--- config.mk ---
export PLATFORM = sky130hd
export DESIGN_NAME = slv_guard_isolator
export DESIGN_NICKNAME = d
export VERILOG_FILES = /design/src/rtl/slv_guard_isolator.sv
export SDC_FILE = /design/constraint.sdc
export NUM_CORES = 1
export LEC_CHECK = 0
export CORE_MARGIN = 8
export CORE_UTILIZATION = 64
export DETAILED_ROUTE_END_ITERATION = 6
export DONT_BUFFER_PORTS = 1
export GPL_TIMING_DRIVEN = 0
export PLACE_DENSITY = 0.91
export SYNTH_ARGS = -nofsm -noshare
export SYNTH_HDL_FRONTEND = slang
export SYNTH_SLANG_ARGS = --single-unit
export TNS_END_PERCENT = 100
--- constraint.sdc ---
create_clock -name clk_i -period 4.71 [get_ports clk_i]
set_input_delay 0.471 -clock clk_i [delete_from_list [all_inputs] [get_ports clk_i]]
set_output_delay 0.471 -clock clk_i [all_outputs]
set_load 0.05 [all_outputs]
--- src/rtl/slv_guard_isolator.sv ---
// Isolation and recovery sequencer for a guarded AXI subordinate.
// PASS wires the manager to the subordinate and records outstanding transactions.
// After a trigger it cuts the subordinate off and answers every tracked transaction with SLVERR.
// It then runs a reset request/acknowledge handshake with the subordinate's reset controller and reconnects.
module slv_guard_isolator #(
    parameter int unsigned AxiIdWidth   = 4,
    parameter int unsigned AxiAddrWidth = 32,
    parameter int unsigned AxiDataWidth = 32,
    parameter int unsigned MaxWrTxns    = 16,
    parameter int unsigned MaxRdTxns    = 16
) (
    input  logic                    clk_i,
    input  logic                    rst_ni,
    input  logic                    guard_ena_i,
    input  logic                    trigger_i,
    // manager side
    input  logic                    mst_aw_valid_i,
    output logic                    mst_aw_ready_o,
    input  logic [AxiIdWidth-1:0]   mst_aw_id_i,
    input  logic [AxiAddrWidth-1:0] mst_aw_addr_i,
    input  logic [7:0]              mst_aw_len_i,
    input  logic                    mst_w_valid_i,
    output logic                    mst_w_ready_o,
    input  logic [AxiDataWidth-1:0] mst_w_data_i,
    input  logic                    mst_w_last_i,
    output logic                    mst_b_valid_o,
    input  logic                    mst_b_ready_i,
    output logic [AxiIdWidth-1:0]   mst_b_id_o,
    output logic [1:0]              mst_b_resp_o,
    input  logic                    mst_ar_valid_i,
    output logic                    mst_ar_ready_o,
    input  logic [AxiIdWidth-1:0]   mst_ar_id_i,
    input  logic [AxiAddrWidth-1:0] mst_ar_addr_i,
    input  logic [7:0]              mst_ar_len_i,
    output logic                    mst_r_valid_o,
    input  logic                    mst_r_ready_i,
    output logic [AxiIdWidth-1:0]   mst_r_id_o,
    output logic [AxiDataWidth-1:0] mst_r_data_o,
    output logic [1:0]              mst_r_resp_o,
    output logic                    mst_r_last_o,
    // subordinate side
    output logic                    slv_aw_valid_o,
    input  logic                    slv_aw_ready_i,
    output logic [AxiIdWidth-1:0]   slv_aw_id_o,
    output logic [AxiAddrWidth-1:0] slv_aw_addr_o,
    output logic [7:0]              slv_aw_len_o,
    output logic                    slv_w_valid_o,
    input  logic                    slv_w_ready_i,
    output logic [AxiDataWidth-1:0] slv_w_data_o,
    output logic                    slv_w_last_o,
    input  logic                    slv_b_valid_i,
    output logic                    slv_b_ready_o,
    input  logic [AxiIdWidth-1:0]   slv_b_id_i,
    input  logic [1:0]              slv_b_resp_i,
    output logic                    slv_ar_valid_o,
    input  logic                    slv_ar_ready_i,
    output logic [AxiIdWidth-1:0]   slv_ar_id_o,
    output logic [AxiAddrWidth-1:0] slv_ar_addr_o,
    output logic [7:0]              slv_ar_len_o,
    input  logic                    slv_r_valid_i,
    output logic                    slv_r_ready_o,
    input  logic [AxiIdWidth-1:0]   slv_r_id_i,
    input  logic [AxiDataWidth-1:0] slv_r_data_i,
    input  logic [1:0]              slv_r_resp_i,
    input  logic                    slv_r_last_i,
    // reset handshake and status
    output logic                    rst_req_o,
    input  logic                    rst_stat_i,
    output logic                    irq_o,
    output logic                    busy_o,
    output logic [15:0]             err_cnt_o
);

    localparam int unsigned WCntW = $clog2(MaxWrTxns + 1);
    localparam int unsigned RCntW = $clog2(MaxRdTxns + 1);
    localparam int unsigned WPtrW = (MaxWrTxns > 1) ? $clog2(MaxWrTxns) : 1;
    localparam int unsigned RPtrW = (MaxRdTxns > 1) ? $clog2(MaxRdTxns) : 1;
    localparam logic [1:0]  RespSlvErr = 2'b10;

    typedef enum logic [1:0] {ST_PASS, ST_DRAIN, ST_RESET, ST_RECOVER} state_e;

    state_e                  state_q;
    logic                    rst_req_q, irq_q, busy_q;
    logic [15:0]             err_cnt_q;

    logic [AxiIdWidth-1:0]   wfifo_q [MaxWrTxns];
    logic [WPtrW-1:0]        wwr_ptr_q, wrd_ptr_q;
    logic [WCntW-1:0]        wcnt_q, wpend_q;
    logic [AxiIdWidth-1:0]   rfifo_id_q  [MaxRdTxns];
    logic [7:0]              rfifo_len_q [MaxRdTxns];
    logic [RPtrW-1:0]        rwr_ptr_q, rrd_ptr_q;
    logic [RCntW-1:0]        rcnt_q;
    logic [7:0]              beat_q;

    logic is_pass, is_drain, wfull, rfull;
    logic gen_b_valid, gen_r_valid, gen_r_last;
    logic aw_push, ar_push, b_pop, r_pop, w_last_dec, gen_b_hs, gen_r_last_hs;
    logic [16:0] err_sum;
    logic [15:0] err_cnt_d;

    assign is_pass  = (state_q == ST_PASS);
    assign is_drain = (state_q == ST_DRAIN);
    assign wfull    = (wcnt_q == WCntW'(MaxWrTxns));
    assign rfull    = (rcnt_q == RCntW'(MaxRdTxns));

    // A B is generated only once the W burst of the head write is complete.
    assign gen_b_valid = is_drain && (wcnt_q != '0) && (wpend_q < wcnt_q);
    assign gen_r_valid = is_drain && (rcnt_q != '0);
    assign gen_r_last  = (beat_q == rfifo_len_q[rrd_ptr_q]);

    // Payload fields are wired straight through; only valid/ready are gated.
    assign slv_aw_id_o   = mst_aw_id_i;
    assign slv_aw_addr_o = mst_aw_addr_i;
    assign slv_aw_len_o  = mst_aw_len_i;
    assign slv_w_data_o  = mst_w_data_i;
    assign slv_w_last_o  = mst_w_last_i;
    assign slv_ar_id_o   = mst_ar_id_i;
    assign slv_ar_addr_o = mst_ar_addr_i;
    assign slv_ar_len_o  = mst_ar_len_i;

    // Channel steering: pass-through in PASS, generated error responses in DRAIN, stalled otherwise.
    always_comb begin
        slv_aw_valid_o = 1'b0;
        mst_aw_ready_o = 1'b0;
        slv_w_valid_o  = 1'b0;
        mst_w_ready_o  = 1'b0;
        slv_b_ready_o  = 1'b0;
        mst_b_valid_o  = 1'b0;
        mst_b_id_o     = slv_b_id_i;
        mst_b_resp_o   = slv_b_resp_i;
        slv_ar_valid_o = 1'b0;
        mst_ar_ready_o = 1'b0;
        slv_r_ready_o  = 1'b0;
        mst_r_valid_o  = 1'b0;
        mst_r_id_o     = slv_r_id_i;
        mst_r_data_o   = slv_r_data_i;
        mst_r_resp_o   = slv_r_resp_i;
        mst_r_last_o   = slv_r_last_i;
        case (state_q)
            ST_PASS: begin
                slv_aw_valid_o = mst_aw_valid_i && !wfull;
                mst_aw_ready_o = slv_aw_ready_i && !wfull;
                slv_w_valid_o  = mst_w_valid_i;
                mst_w_ready_o  = slv_w_ready_i;
                slv_b_ready_o  = mst_b_ready_i;
                mst_b_valid_o  = slv_b_valid_i;
                slv_ar_valid_o = mst_ar_valid_i && !rfull;
                mst_ar_ready_o = slv_ar_ready_i && !rfull;
                slv_r_ready_o  = mst_r_ready_i;
                mst_r_valid_o  = slv_r_valid_i;
            end
            ST_DRAIN: begin
                mst_w_ready_o = (wpend_q != '0);
                mst_b_valid_o = gen_b_valid;
                mst_b_id_o    = wfifo_q[wrd_ptr_q];
                mst_b_resp_o  = RespSlvErr;
                mst_r_valid_o = gen_r_valid;
                mst_r_id_o    = rfifo_id_q[rrd_ptr_q];
                mst_r_data_o  = '0;
                mst_r_resp_o  = RespSlvErr;
                mst_r_last_o  = gen_r_last;
            end
            default: ;
        endcase
    end

    assign aw_push       = mst_aw_valid_i && mst_aw_ready_o;
    assign ar_push       = mst_ar_valid_i && mst_ar_ready_o;
    assign b_pop         = mst_b_valid_o && mst_b_ready_i && (wcnt_q != '0);
    assign r_pop         = mst_r_valid_o && mst_r_ready_i && mst_r_last_o && (rcnt_q != '0);
    assign w_last_dec    = mst_w_valid_i && mst_w_ready_o && mst_w_last_i && (wpend_q != '0);
    assign gen_b_hs      = gen_b_valid && mst_b_ready_i;
    assign gen_r_last_hs = gen_r_valid && gen_r_last && mst_r_ready_i;
    assign err_sum       = {1'b0, err_cnt_q} + 17'(gen_b_hs) + 17'(gen_r_last_hs);
    assign err_cnt_d     = err_sum[16] ? 16'hFFFF : err_sum[15:0];

    // Pending-transaction storage; contents are qualified by the counters so need no reset.
    always_ff @(posedge clk_i) begin
        if (aw_push) begin
            wfifo_q[wwr_ptr_q] <= mst_aw_id_i;
        end
        if (ar_push) begin
            rfifo_id_q[rwr_ptr_q]  <= mst_ar_id_i;
            rfifo_len_q[rwr_ptr_q] <= mst_ar_len_i;
        end
    end

    // Pointers, occupancy, W-burst balance, R beat position and error counter.
    always_ff @(posedge clk_i or negedge rst_ni) begin
        if (!rst_ni) begin
            wwr_ptr_q <= '0;
            wrd_ptr_q <= '0;
            wcnt_q    <= '0;
            wpend_q   <= '0;
            rwr_ptr_q <= '0;
            rrd_ptr_q <= '0;
            rcnt_q    <= '0;
            beat_q    <= '0;
            err_cnt_q <= '0;
        end else begin
            if (aw_push) wwr_ptr_q <= (wwr_ptr_q == WPtrW'(MaxWrTxns - 1)) ? '0 : wwr_ptr_q + WPtrW'(1);
            if (b_pop)   wrd_ptr_q <= (wrd_ptr_q == WPtrW'(MaxWrTxns - 1)) ? '0 : wrd_ptr_q + WPtrW'(1);
            if (ar_push) rwr_ptr_q <= (rwr_ptr_q == RPtrW'(MaxRdTxns - 1)) ? '0 : rwr_ptr_q + RPtrW'(1);
            if (r_pop)   rrd_ptr_q <= (rrd_ptr_q == RPtrW'(MaxRdTxns - 1)) ? '0 : rrd_ptr_q + RPtrW'(1);
            wcnt_q  <= wcnt_q + WCntW'(aw_push) - WCntW'(b_pop);
            wpend_q <= wpend_q + WCntW'(aw_push) - WCntW'(w_last_dec);
            rcnt_q  <= rcnt_q + RCntW'(ar_push) - RCntW'(r_pop);
            if (gen_r_valid && mst_r_ready_i) begin
                beat_q <= gen_r_last ? 8'd0 : beat_q + 8'd1;
            end
            err_cnt_q <= err_cnt_d;
        end
    end

    // Isolation sequencer with registered irq, busy and reset request.
    always_ff @(posedge clk_i or negedge rst_ni) begin
        if (!rst_ni) begin
            state_q   <= ST_PASS;
            rst_req_q <= 1'b0;
            irq_q     <= 1'b0;
            busy_q    <= 1'b0;
        end else begin
            irq_q <= 1'b0;
            case (state_q)
                ST_PASS: begin
                    if (guard_ena_i && trigger_i) begin
                        state_q <= ST_DRAIN;
                        irq_q   <= 1'b1;
                        busy_q  <= 1'b1;
                    end
                end
                ST_DRAIN: begin
                    if (wcnt_q == '0 && rcnt_q == '0 && wpend_q == '0) begin
                        state_q   <= ST_RESET;
                        rst_req_q <= 1'b1;
                    end
                end
                ST_RESET: begin
                    if (rst_stat_i) begin
                        state_q   <= ST_RECOVER;
                        rst_req_q <= 1'b0;
                    end
                end
                ST_RECOVER: begin
                    if (!rst_stat_i && !trigger_i) begin
                        state_q <= ST_PASS;
                        busy_q  <= 1'b0;
                    end
                end
                default: state_q <= ST_PASS;
            endcase
        end
    end

    assign rst_req_o = rst_req_q;
    assign irq_o     = irq_q;
    assign busy_o    = busy_q;
    assign err_cnt_o = err_cnt_q;

endmodule
## Word-level counts from Yosys, hierarchy flattened

Memories as Yosys holds them, arrays and structs flattened.
Index checks and enable logic that the tools add are counted.
Widths: inputs -> output; s select.

| cells by class | value |
|---|---|
| add/subtract/negate cells | 13 |
| order comparisons | 1 |
| equality and inequality tests | 14 |
| mux-type cells | 39 |
| reduce and logical (&&, ||, !) cells | 41 |

Operator list:

| cell | count |
|---|---|
| $mux 32 | 1 |
| $logic_and 1x1->1 | 25 |
| $mux 4 | 6 |
| $mux 1 | 18 |
| $add 16x1->17 | 1 |
| $add 17x1->17 | 1 |
| $add 4x1->4 const B | 4 |
| $eq 4x4->1 const B | 4 |
| $mux 16 | 1 |
| $add 5x1->5 | 3 |
| $logic_not 5->1 | 3 |
| $reduce_bool 5->1 | 3 |
| $sub 5x1->5 | 3 |
| $mux 2 | 6 |
| $eq 5x5->1 const B | 2 |
| $pmux 1 s2 | 5 |
| $add 8x1->8 const B | 1 |
| $eq 8x8->1 | 1 |
| $mux 8 | 1 |
| $pmux 2 s4 | 1 |
| $reduce_and 3->1 | 2 |
| $lt 5x5->1 | 1 |
| $eq 2x2->1 const B | 2 |
| $logic_not 1->1 | 4 |
| other kinds (6) | 9 |

| storage, ports and cells | value |
|---|---|
| register bits | 60 |
| RAM bits | 256 |
| input bits | 181 |
| output and inout port bits | 195 |
| word-level logic and storage cells | 124 |
| memories | 3 |

Memories:

| memory | words | width | rd ports | clocked after memory_dff | write ports | RTL line | RTL |
|---|---|---|---|---|---|---|---|
| rfifo_len_q | 16 | 8 | 1 | 0 | 1 | 90 | `logic [7:0] rfifo_len_q [MaxRdTxns];` |
| rfifo_id_q | 16 | 4 | 1 | 0 | 1 | 89 | `logic [AxiIdWidth-1:0] rfifo_id_q [MaxRdTxns];` |
| wfifo_q | 16 | 4 | 1 | 0 | 1 | 86 | `logic [AxiIdWidth-1:0] wfifo_q [MaxWrTxns];` |

## Longest topological paths before layout

Gate-level depths: netlist (run 1).

| depth | value |
|---|---|
| depth in word-level cells | 7 |
| depth in mapped cells | 20 |
| gate-level depth less buffers | 18 |

## Worst setup path after synthesis (run 1)

Ideal clock, no wire load.

| timing path | value |
|---|---|
| path type | register -> register |
| start point | reg rrd_ptr_q[0] |
| end point | reg err_cnt_q[15], in the netlist err_cnt_o[15] |
| setup time | 0.119 ns |
| arrival | 3.899 ns |
| required time | 4.591 ns |
| path slack | 0.692 ns |
| cell stages (with the launch flop) | 19 |
| buffers on the path | 3 |
| clock period less this slack | 4.018 ns |
| path through | dfrtp_1 clkbuf_1 buf_2 mux2i_1 mux4_2 xnor2_1 a2111oi_0 nand4_1 a21oi_4 inv_1 fa_1 inv_1 and3_1 and2_1 clkbuf_1 nor2b_1 and3_1 nand3_1 o21a_1 |

| on the way | value |
|---|---|
| word-level cells in the longest chain between the ends | 6 |

RTL lines:

| item | RTL line | RTL |
|---|---|---|
| start, declared | 91 | `logic [RPtrW-1:0] rwr_ptr_q, rrd_ptr_q;` |
| start signal, assigned | 204 | `if (r_pop) rrd_ptr_q <= (rrd_ptr_q == RPtrW'(MaxRdTxns - 1)) ? '0 : rrd_ptr_q + RPtrW'(1);` |
| $mem_v2 16x8 | -- |  |
| $eq 8x8->1 | 109 | `assign gen_r_last = (beat_q == rfifo_len_q[rrd_ptr_q]);` |
| $logic_and 1x1->1 (2 in series) | 173 | `assign gen_r_last_hs = gen_r_valid && gen_r_last && mst_r_ready_i;` |
| $add 17x1->17 | 174 | `assign err_sum = {1'b0, err_cnt_q} + 17'(gen_b_hs) + 17'(gen_r_last_hs);` |
| $mux 16 | 175 | `assign err_cnt_d = err_sum[16] ? 16'hFFFF : err_sum[15:0];` |
| via err_cnt_d[15] | 99 | `logic [15:0] err_cnt_d;` |
| end signal, assigned | 211 | `err_cnt_q <= err_cnt_d;` |
| end, declared | 84 | `logic [15:0] err_cnt_q;` |

The timed path passes the listed nets, and every way through them passes these cells.
A chain may end at the register's enable or synchronous reset.

## Final worst setup path (run 1)

| timing path | value |
|---|---|
| start point | reg rrd_ptr_q[1] |
| end point | reg err_cnt_q[11], in the netlist err_cnt_o[11] |

Same word-level chain as after synthesis.

==> results.txt, run 1 <==
Worst-Margin Slew: 1430 ps
CP Data Required Time: 5170 ps
syn_nets: 1,239
worst-path fanout max: 10
Num CTS Buffers: 31
vias in the first global route: 8,975
wire per inst: 33.2 um
Final min period: 4460 ps
largest net degree at the start of global routing: 61
Layout Nets: 1,294
CP startpoint kind: register
Fmax: 224 MHz
clk_skew: 10.9 ps
Buf/Inv on CP: 4
Buffers on Ports: 0
Cell Pwr Density: 608 nW/um^2
Fin. Hold Viols: 0
register area share after synthesis: 61.8%
Finished Layout Cells: 1,393
Worst-path clk slew: 70 ps
global routing's busiest layer: met2
clk_lat worst skew: 550 ps
Distinct cells, synth: 56
H-tree levels: 1
# rows: 56
CTS tree: done
Iter 0 DRT Violations: 1,015
Worst path top cell family by delay: simple AND/OR/NAND/NOR gates
CTS root buffer: clkbuf_16
starting density of the core: 64.4%
CP endpoint kind: register
dominant cell type by area after synthesis: edfxtp_1
Setup Buffers After CTS: 0
met3 Track Usage GR: 8.22%
worst hold-check path type: input port to register
setup slack at placement: -171 ps
DR vias/cell: 6.52
Crit-path slowest cell: or4_4
first-pass GRT wire length: 64.2 mm
Crit Path Class: register to register
# IOs: 376
M1 GR Usage: 37.8%
Worst slew margin: 4.47%
final worst slack: 250 ps
via count: 9,081
initial antenna violation count: 14
drt drc: 0
GR Util met2: 54.5%
Synth top area share: 51.7%
Max IR drop VDD: 0.371 mV
Max Slew Vio Count: 0
Syn Area/Cell: 14.6 sq um
Syn Inst Count: 1,016
die height: 168 um
share of flip-flops with an asynchronous set or reset: 19.0%
ranking of synthesized cells by area: edfxtp_1, dfrtp_1, mux4_2
outcome: complete, no violations
Core Util, Final: 72.0%
maxcap violations: 0
post-route setup TNS: 0 ps
Die ar.: 28,400 sq um
Post-synth EDFFs: 256
Post-DRT Antenna Nets: 0
drt total wl: 46.3 mm
DP Area: 15,300 sq um
GP Congestion: 0.963
Mapped Area: 14,900 sq um
register bit total from synthesis: 316
Lkg Pwr: 0.00624 uW
clk sinks: 316
share of post-route cells with drive strength above 1: 25.8%
fin crit share: 94.7%
final setup fails: 0
CP Cell Sequence: buf_6 -> mux2_2 -> o22ai_1 -> nor3_1 -> or4b_1 -> or4_4 -> a21oi_4 -> inv_1 -> fa_1 -> inv_1 -> ha_1 -> nand3_1 -> or3_1 -> clkbuf_2 -> o21ai_0
Top cell by count, worst path: inv_1
Layout area overhead: 11.9%
Core ar.: 23,100 sq um
Yosys warning count: 0
Final HPWL DP: 33.3 mm
post-placement cell count: 1,310
Die W: 168 um
arrival time at the worst endpoint: 4920 ps
Post-synth top flop: edfxtp_1
clk buf depth: 3
total gr overflow: 0
gr usage total: 31.4%
drt first pass iters: 5
final instance area: 16,700 sq um
largest stage delay on the critical path: 560 ps
[per-stage QoR]
stage | total power (uW) | hold slack, ps
after global placement | 7320 | 179
after global routing | 10500 | -0.320
after detailed placement | 7490 | 179
after floorplan | 6660 | 175
final | 10100 | 12.7
after CTS | 10100 | 0.000666
[final timing paths]
path | depth (start not counted) | to | slack [ps] | start
setup / recovery | 15 | err_cnt_o[11] | 250 | rrd_ptr_q[1]
hold / removal | 0 | rfifo_len_q[8][4] | 10 | mst_ar_len_i[4]
setup reg to reg | 15 | err_cnt_o[11] | 250 | rrd_ptr_q[1]
hold reg to reg | 1 | rcnt_q[0] | 520 | rcnt_q[0]
max in group asynchronous | 2 | rrd_ptr_q[0] | 3980 | rst_ni
min in group asynchronous | 2 | err_cnt_o[7] | 450 | rst_ni
[cells by family (layout without fill, tap and decap cells)]
kind of cell | Yosys count | in the layout | share of synthesized area, %
AND/OR/NAND/NOR | 211 | 211 | 7.63
AO/OA/AOI/OAI | 91 | 91 | 4.05
multiplexers | 117 | 117 | 12.3
adder cells (fa/ha/maj) | 42 | 42 | 3.73
XOR/XNOR | 36 | 36 | 2.12
buffers and inverters | 203 | 283 | 8.38
other | 0 | 7 | 0
flip-flops | 316 | 316 | 61.8
[cells in the mapped netlist (all sizes together), types with 3 or more instances]
cell type / n
a21o: 6
a21oi: 25
a22o: 7
a22oi: 7
a31oi: 6
and2: 15
and3: 23
buf: 138
clkbuf: 20
dfrtp: 60
edfxtp: 256
fa: 4
ha: 38
inv: 45
mux2: 21
mux2i: 45
mux4: 51
nand2: 33
nand2b: 13
nand3: 19
nand4: 3
nor2: 37
nor2b: 41
nor3: 11
o21ai: 18
o22ai: 5
o2bb2ai: 4
or2: 4
xnor2: 27
xor2: 9
[routing by layer]
metal | wire length, um | part of all wire (%)
met5 | 69 | 0.15
met4 | 1840 | 4.0
met3 | 4480 | 9.7
met2 | 23500 | 51
met1 | 16400 | 35
[power by group]
part | leakage, uW | switching, uW | total [uW] | internal [uW]
Clock | 0.000525 | 1040 | 2530 | 1480
Sequential | 0.00305 | 348 | 3610 | 3260
Combinational | 0.00267 | 2560 | 3990 | 1430
Total | 0.00624 | 3960 | 10100 | 6170
[cell usage in the layout, fill, tap and decap left out, drive strengths merged, types with 37 or more instances in the layout]
cell type	synthesis	routed
buf	138	138
clkbuf	20	62
dfrtp	60	60
edfxtp	256	256
ha	38	38
inv	45	46
mux2i	45	45
mux4	51	51
nor2	37	37
nor2b	41	41
[flip-flops by register name, indices dropped and copies added (netlist names)]
register     cells
rfifo_len_q    128
rfifo_id_q      64
wfifo_q         64
err_cnt_o       16
beat_q           8
rcnt_q           5
wcnt_q           5
wpend_q          5
rrd_ptr_q        4
rwr_ptr_q        4
wrd_ptr_q        4
wwr_ptr_q        4
state_q          2
busy_o           1
irq_o            1
rst_req_o        1
[area by class of cell]
type / instances / area (sq um)
Antenna cell: 7 / 17.5
Buffer: 156 / 1090
Clock buffer: 40 / 881
Clock inverter: 18 / 175
Fill cell: 1411 / 6470
Inverter: 45 / 169
Multi-Input combinational cell: 497 / 4490
Sequential cell: 316 / 9190
Tap cell: 290 / 363
Timing Repair Buffer: 24 / 274
[what timing repair did]
item	CTS	global route
hold endpoints to repair	92	11
gates resized for setup	5	11
hold buffers	13	7
cloned	0	0
pin swaps	0	1
setup endpoints to repair	15	14
No activity file was read; power rests on OpenSTA's default activity.
==> run 2: changes to the inputs <==
--- a/config.mk
+++ b/config.mk
@@ -6,11 +6,12 @@
 export NUM_CORES = 1
 export LEC_CHECK = 0
 export CORE_MARGIN = 8
-export CORE_UTILIZATION = 64
+export CORE_UTILIZATION = 65
+export CTS_BUF_LIST = sky130_fd_sc_hd__clkbuf_8
 export DETAILED_ROUTE_END_ITERATION = 6
 export DONT_BUFFER_PORTS = 1
 export GPL_TIMING_DRIVEN = 0
-export PLACE_DENSITY = 0.91
+export PLACE_DENSITY = 0.92
 export SYNTH_ARGS = -nofsm -noshare
 export SYNTH_HDL_FRONTEND = slang
 export SYNTH_SLANG_ARGS = --single-unit
==> results.txt, run 2 (synthesized netlist as in run 1, its figures left out) <==
clk sinks: 316 (unchanged)
clk_lat worst skew: 580 ps (was 550 ps)
Setup Buffers After CTS: 0 (unchanged)
# rows: 55 (was 56)
Cell Pwr Density: 590 nW/um^2 (was 608 nW/um^2)
FF-to-FF path depth: 15 (unchanged)
CP Data Required Time: 5180 ps (was 5170 ps)
share of post-route cells with drive strength above 1: 26.2% (was 25.8%)
gr usage total: 32.9% (was 31.4%)
Fin. Hold Viols: 0 (unchanged)
Final min period: 4560 ps (was 4460 ps)
Layout area overhead: 10.7% (was 11.9%)
Fmax: 219 MHz (was 224 MHz)
Biggest register: rfifo_len_q (unchanged)
Buffers on Ports: 0 (unchanged)
Layout Nets: 1,310 (was 1,294)
CP endpoint: err_cnt_o[11] (unchanged)
maxcap violations: 0 (unchanged)
worst hold-check path type: input port to register (unchanged)
outcome: complete, no violations (unchanged)
first-pass GRT wire length: 66.2 mm (was 64.2 mm)
wire per inst: 33.1 um (was 33.2 um)
max reg flops: 128 (unchanged)
CP Cell Sequence: buf_6 -> mux4_2 -> mux2i_2 -> xnor2_1 -> or3b_1 -> or4_4 -> a21oi_4 -> inv_1 -> fa_1 -> inv_1 -> ha_1 -> nand3_1 -> or3_1 -> buf_2 -> o21ai_0 (was buf_6 -> mux2_2 -> o22ai_1 -> nor3_1 -> or4b_1 -> or4_4 -> a21oi_4 -> inv_1 -> fa_1 -> inv_1 -> ha_1 -> nand3_1 -> or3_1 -> clkbuf_2 -> o21ai_0)
fin crit share: 96.8% (was 94.7%)
worst setup path startpoint: rrd_ptr_q[1] (unchanged)
largest net degree at the start of global routing: 61 (unchanged)
clk buf depth: 3 (unchanged)
post-placement cell count: 1,306 (was 1,310)
# IOs: 376 (unchanged)
Worst-Margin Slew: 1360 ps (was 1430 ps)
clk_skew: 24.5 ps (was 10.9 ps)
Core ar.: 22,600 sq um (was 23,100 sq um)
vias in the first global route: 9,318 (was 8,975)
biggest regs: rfifo_len_q: 128 flops, rfifo_id_q: 64 flops, wfifo_q: 64 flops (unchanged)
most common cell after layout, fill and taps aside: edfxtp_1 (unchanged)
Worst path top cell family by delay: simple AND/OR/NAND/NOR gates (unchanged)
Lkg Pwr: 0.00622 uW (was 0.00624 uW)
arrival time at the worst endpoint: 5030 ps (was 4920 ps)
Iter 0 DRT Violations: 970 (was 1,015)
Die W: 167 um (was 168 um)
r2r startpoint: rrd_ptr_q[1] (unchanged)
largest stage delay on the critical path: 530 ps (was 560 ps)
Worst-path clk slew: 60 ps (was 70 ps)
drt drc: 0 (unchanged)
RR Endpoint: err_cnt_o[11] (unchanged)
drt first pass iters: 5 (unchanged)
fill count: 1,341 (was 1,411)
H-tree levels: 2 (was 1)
Die ar.: 28,000 sq um (was 28,400 sq um)
Num CTS Buffers: 49 (was 31)
drt total wl: 47.0 mm (was 46.3 mm)
DR vias/cell: 6.54 (was 6.52)
reg2reg setup slack: 150 ps (was 250 ps)
via count: 9,293 (was 9,081)
CP endpoint kind: register (unchanged)
GP Congestion: 1.01 (was 0.963)
Buf/Inv on CP: 4 (unchanged)
RSZ-0062 raised after global routing: yes
Crit Path Class: register to register (unchanged)
total gr overflow: 0 (unchanged)
most frequent cells in the layout: edfxtp_1, buf_4, inv_1, dfrtp_1, clkbuf_8 (was edfxtp_1, buf_4, dfrtp_1, mux4_2, inv_1)
Finished Layout Cells: 1,420 (was 1,393)
post-route setup TNS: 0 ps (unchanged)
CTS tree: done (unchanged)
CP startpoint kind: register (unchanged)
starting density of the core: 65.9% (was 64.4%)
Max IR drop VDD: 0.413 mV (was 0.371 mV)
final setup fails: 0 (unchanged)
Post-DRT Antenna Nets: 0 (unchanged)
Crit-path slowest cell: mux4_2 (was or4_4)
Top cell by count, worst path: inv_1 (unchanged)
initial antenna violation count: 22 (was 14)
CTS root buffer: clkbuf_8 (was clkbuf_16)
cell depth of the worst setup path: 15 (unchanged)
Final HPWL DP: 35.4 mm (was 33.3 mm)
Worst slew margin: 8.96% (was 4.47%)
worst-path fanout max: 10 (unchanged)
Max Slew Vio Count: 0 (unchanged)
die height: 167 um (was 168 um)
## run 2: changes by cell type in the layout (fill, tap and decap cells not counted), moves of 3 or more
cell / previous run / this run
clkbuf_16: 32 / 0
buf_6: 3 / 6
clkbuf_1: 20 / 16
clkbuf_8: 5 / 55
clkinv_2: 8 / 5
diode_2: 7 / 13
inv_1: 45 / 59
clkinv_1: 3 / 10
buf_4: 125 / 128
clkbuf_4: 4 / 1
bufinv_16: 3 / 0
## run 2: worst min-delay path by stage
stage	startpoint	end	slack, ps	cells after the start
global placement	rst_ni	err_cnt_o[10]	180	0
CTS	trigger_i	irq_o	70	1
detailed placement	rst_ni	err_cnt_o[10]	180	0
finish	trigger_i	irq_o	80	1
global route	trigger_i	irq_o	60	1
floorplan	rst_ni	beat_q[0]	180	0
## run 2: cell type report
class                   instances  area (sq um)  share of cell area [%]
clock buffers                  55           757                    4.59
clock inverters                31           139                   0.843
flip-flops and latches        316          9190                    55.8
well taps                     285           357                    2.16
repair buffers                 23           254                    1.54
diodes                         13          32.5                   0.197
plain buffers                 155          1090                    6.60
inverters                      45           169                    1.02
multi-input cells             497          4490                    27.3
## run 2: where the power goes
part	leakage (uW)	internal [uW]	switching (uW)	total, uW
Combinational	0.00266	1420	2560	3980
Clock	0.000512	1070	1060	2120
Sequential	0.00305	3260	359	3620
Total	0.00622	5750	3980	9730
## run 2: per-layer routing
layer / track usage [%] / share of wire (%) / up-vias
met5: 0 / 0.17 / -
met4: 11.2 / 3.8 / 12
met3: 12.0 / 11 / 145
met2: 55.4 / 50 / 648
met1: 38.6 / 36 / 4696
li1: - / - / 3792
## run 2: stage by stage
| stage | util (%) | setup slack, ps | hold slack (ps) | instance area, sq um | power, uW |
|---|---|---|---|---|---|
| global placement | 67.5 | -174 | 177 | 15200 | 7300 |
| floorplan | - | 692 | 175 | 14900 | 6660 |
| detailed placement | 67.9 | -284 | 177 | 15300 | 7490 |
| global route | 72.9 | -56.5 | 61.6 | 16500 | 10100 |
| finish | 73.0 | 151 | 82.8 | 16500 | 9730 |
| CTS | 72.8 | 22.7 | 66.3 | 16400 | 9660 |
## run 2: repair_timing
item / in CTS / in global routing
setup endpoints to repair: 16 / 13
hold buffers: 18 / 0
gates resized for setup: 7 / 10
endpoints found under the hold margin: 316 / 0
==> run 3: changes to the inputs <==
--- a/config.mk
+++ b/config.mk
@@ -5,12 +5,14 @@
 export SDC_FILE = /design/constraint.sdc
 export NUM_CORES = 1
 export LEC_CHECK = 0
+export ABC_AREA = 0
 export CORE_MARGIN = 8
 export CORE_UTILIZATION = 65
 export CTS_BUF_LIST = sky130_fd_sc_hd__clkbuf_8
 export DETAILED_ROUTE_END_ITERATION = 6
 export DONT_BUFFER_PORTS = 1
 export GPL_TIMING_DRIVEN = 0
+export MAX_ROUTING_LAYER = met4
 export PLACE_DENSITY = 0.92
 export SYNTH_ARGS = -nofsm -noshare
 export SYNTH_HDL_FRONTEND = slang
==> results.txt, run 3 (synthesized netlist as in run 1, its figures left out) <==
M1 GR Usage: 39.7% (was 38.6%)
GP Congestion: 1.00 (was 1.01)
CP Data Required Time: 5180 ps (about the same)
most common cell after layout, fill and taps aside: edfxtp_1 (unchanged)
Final HPWL DP: 35.1 mm (was 35.4 mm)
first-pass GRT wire length: 65.1 mm (was 66.2 mm)
arrival time at the worst endpoint: 4990 ps (was 5030 ps)
clk_lat worst skew: 570 ps (was 580 ps)
Top cell by count, worst path: inv_1 (unchanged)
wire per inst: 32.4 um (was 33.1 um)
Crit-path slowest cell: or4_4 (was mux4_2)
biggest regs: rfifo_len_q: 128 flops, rfifo_id_q: 64 flops, wfifo_q: 64 flops (unchanged)
CP endpoint kind: register (unchanged)
starting density of the core: 65.9% (unchanged)
Final min period: 4520 ps (was 4560 ps)
Layout Nets: 1,312 (was 1,310)
final worst slack: 191 ps (was 151 ps)
max reg flops: 128 (unchanged)
Max IR drop VDD: 0.342 mV (was 0.413 mV)
Max Slew Vio Count: 0 (unchanged)
cell depth of the worst setup path: 15 (unchanged)
die height: 167 um (unchanged)
met3 Track Usage GR: 9.69% (was 12.0%)
GR Util met2: 54.6% (was 55.4%)
Core ar.: 22,600 sq um (unchanged)
Fmax: 221 MHz (was 219 MHz)
vias in the first global route: 9,281 (was 9,318)
Num CTS Buffers: 49 (unchanged)
clk buf depth: 3 (unchanged)
most frequent cells in the layout: edfxtp_1, buf_4, inv_1, dfrtp_1, clkbuf_8 (unchanged)
Cell Pwr Density: 589 nW/um^2 (was 590 nW/um^2)
DR vias/cell: 6.50 (was 6.54)
drt first pass iters: 7 (was 5)
Die W: 167 um (unchanged)
hold depth: 1 (unchanged)
CP Cell Sequence: buf_6 -> mux4_2 -> mux2i_2 -> xnor2_1 -> or3b_1 -> or4_4 -> a21oi_4 -> inv_1 -> fa_1 -> inv_1 -> ha_1 -> nand3_1 -> or3_1 -> buf_2 -> o21ai_0 (unchanged)
Worst-Margin Slew: 1450 ps (was 1360 ps)
Buffers on Ports: 0 (unchanged)
post-route setup TNS: 0 ps (unchanged)
clk sinks: 316 (unchanged)
maxcap violations: 0 (unchanged)
outcome: complete, no violations (unchanged)
total gr overflow: 0 (unchanged)
# rows: 55 (unchanged)
Core Util, Final: 73.1% (was 73.0%)
RSZ-0062 raised after global routing: no (was yes)
drt drc: 0 (unchanged)
via count: 9,255 (was 9,293)
FF-to-FF path depth: 15 (unchanged)
Buf/Inv on CP: 4 (unchanged)
clk_skew: 14.2 ps (was 24.5 ps)
largest stage delay on the critical path: 530 ps (about the same)
largest net degree at the start of global routing: 61 (unchanged)
global routing's busiest layer: met2 (unchanged)
worst hold-check path type: input port to register (unchanged)
CTS tree: done (unchanged)
drt total wl: 46.0 mm (was 47.0 mm)
gr usage total: 33.2% (was 32.9%)
Post-DRT Antenna Nets: 0 (unchanged)
Setup Buffers After CTS: 0 (unchanged)
Layout area overhead: 10.8% (was 10.7%)
share of post-route cells with drive strength above 1: 25.8% (was 26.2%)
final setup fails: 0 (unchanged)
Lkg Pwr: 0.00625 uW (was 0.00622 uW)
Crit Path Class: register to register (unchanged)
initial antenna violation count: 18 (was 22)
setup slack at placement: -179 ps (was -284 ps)
# IOs: 376 (unchanged)
Fin. Hold Viols: 0 (unchanged)
CP startpoint kind: register (unchanged)
Worst slew margin: 3.12% (was 8.96%)
Worst-path clk slew: 70 ps (was 60 ps)
Biggest register: rfifo_len_q (unchanged)
Iter 0 DRT Violations: 1,125 (was 970)
H-tree levels: 2 (unchanged)
worst-path fanout max: 10 (unchanged)
Worst path top cell family by delay: simple AND/OR/NAND/NOR gates (unchanged)
Tot Pwr: 9710 uW (was 9730 uW)
CTS root buffer: clkbuf_8 (unchanged)
Die ar.: 28,000 sq um (unchanged)
fin crit share: 96.0% (was 96.8%)
run 3: worst paths after layout:
kind                              start            end  slack, ps
max reg2reg                rrd_ptr_q[1]  err_cnt_o[11]        190
max in group asynchronous        rst_ni   rrd_ptr_q[1]       3940
min reg2reg                   rcnt_q[0]      rcnt_q[0]        530
min in group asynchronous        rst_ni      beat_q[6]        480
min                           trigger_i          irq_o        100
max                        rrd_ptr_q[1]  err_cnt_o[11]        190
run 3: power by group:
part           switching (uW)  internal [uW]  total, uW
registers                 353           3260       3610
clock network            1040           1130       2170
logic                    2510           1410       3930
run 3: timing repair:
| action | CTS | global route |
|---|---|---|
| endpoints found under the hold margin | 316 | 0 |
| endpoints found under the setup margin | 15 | 11 |
| gates resized for setup | 4 | 10 |
| pin swaps | 0 | 1 |
| hold buffers | 18 | 0 |
run 3: area by class of cell:
cell class | instances | area [sq um]
clock inverters | 34 | 194
well taps | 285 | 357
inverters | 45 | 169
flip-flops and latches | 316 | 9190
clock buffers | 52 | 716
repair buffers | 24 | 262
plain buffers | 156 | 1090
multi-input cells | 497 | 4480
diodes | 14 | 35.0
fillers | 1336 | 6080
run 3: per-layer routing:
metal  share of wire (%)  vias to the layer above
li1                    -                     3802
met1                  37                     4715
met2                  49                      624
met3                 9.8                      114
met4                 3.3                        0
met5                   0                        -
run 3: metrics by stage:
step	hold slack [ps]	instance area (sq um)	std cells
CTS	68.6	16400	1410
detailed placement	177	15300	1307
global route	88.5	16500	1416
floorplan	175	14900	1016
global placement	177	15200	1301
finish	95.6	16500	1423
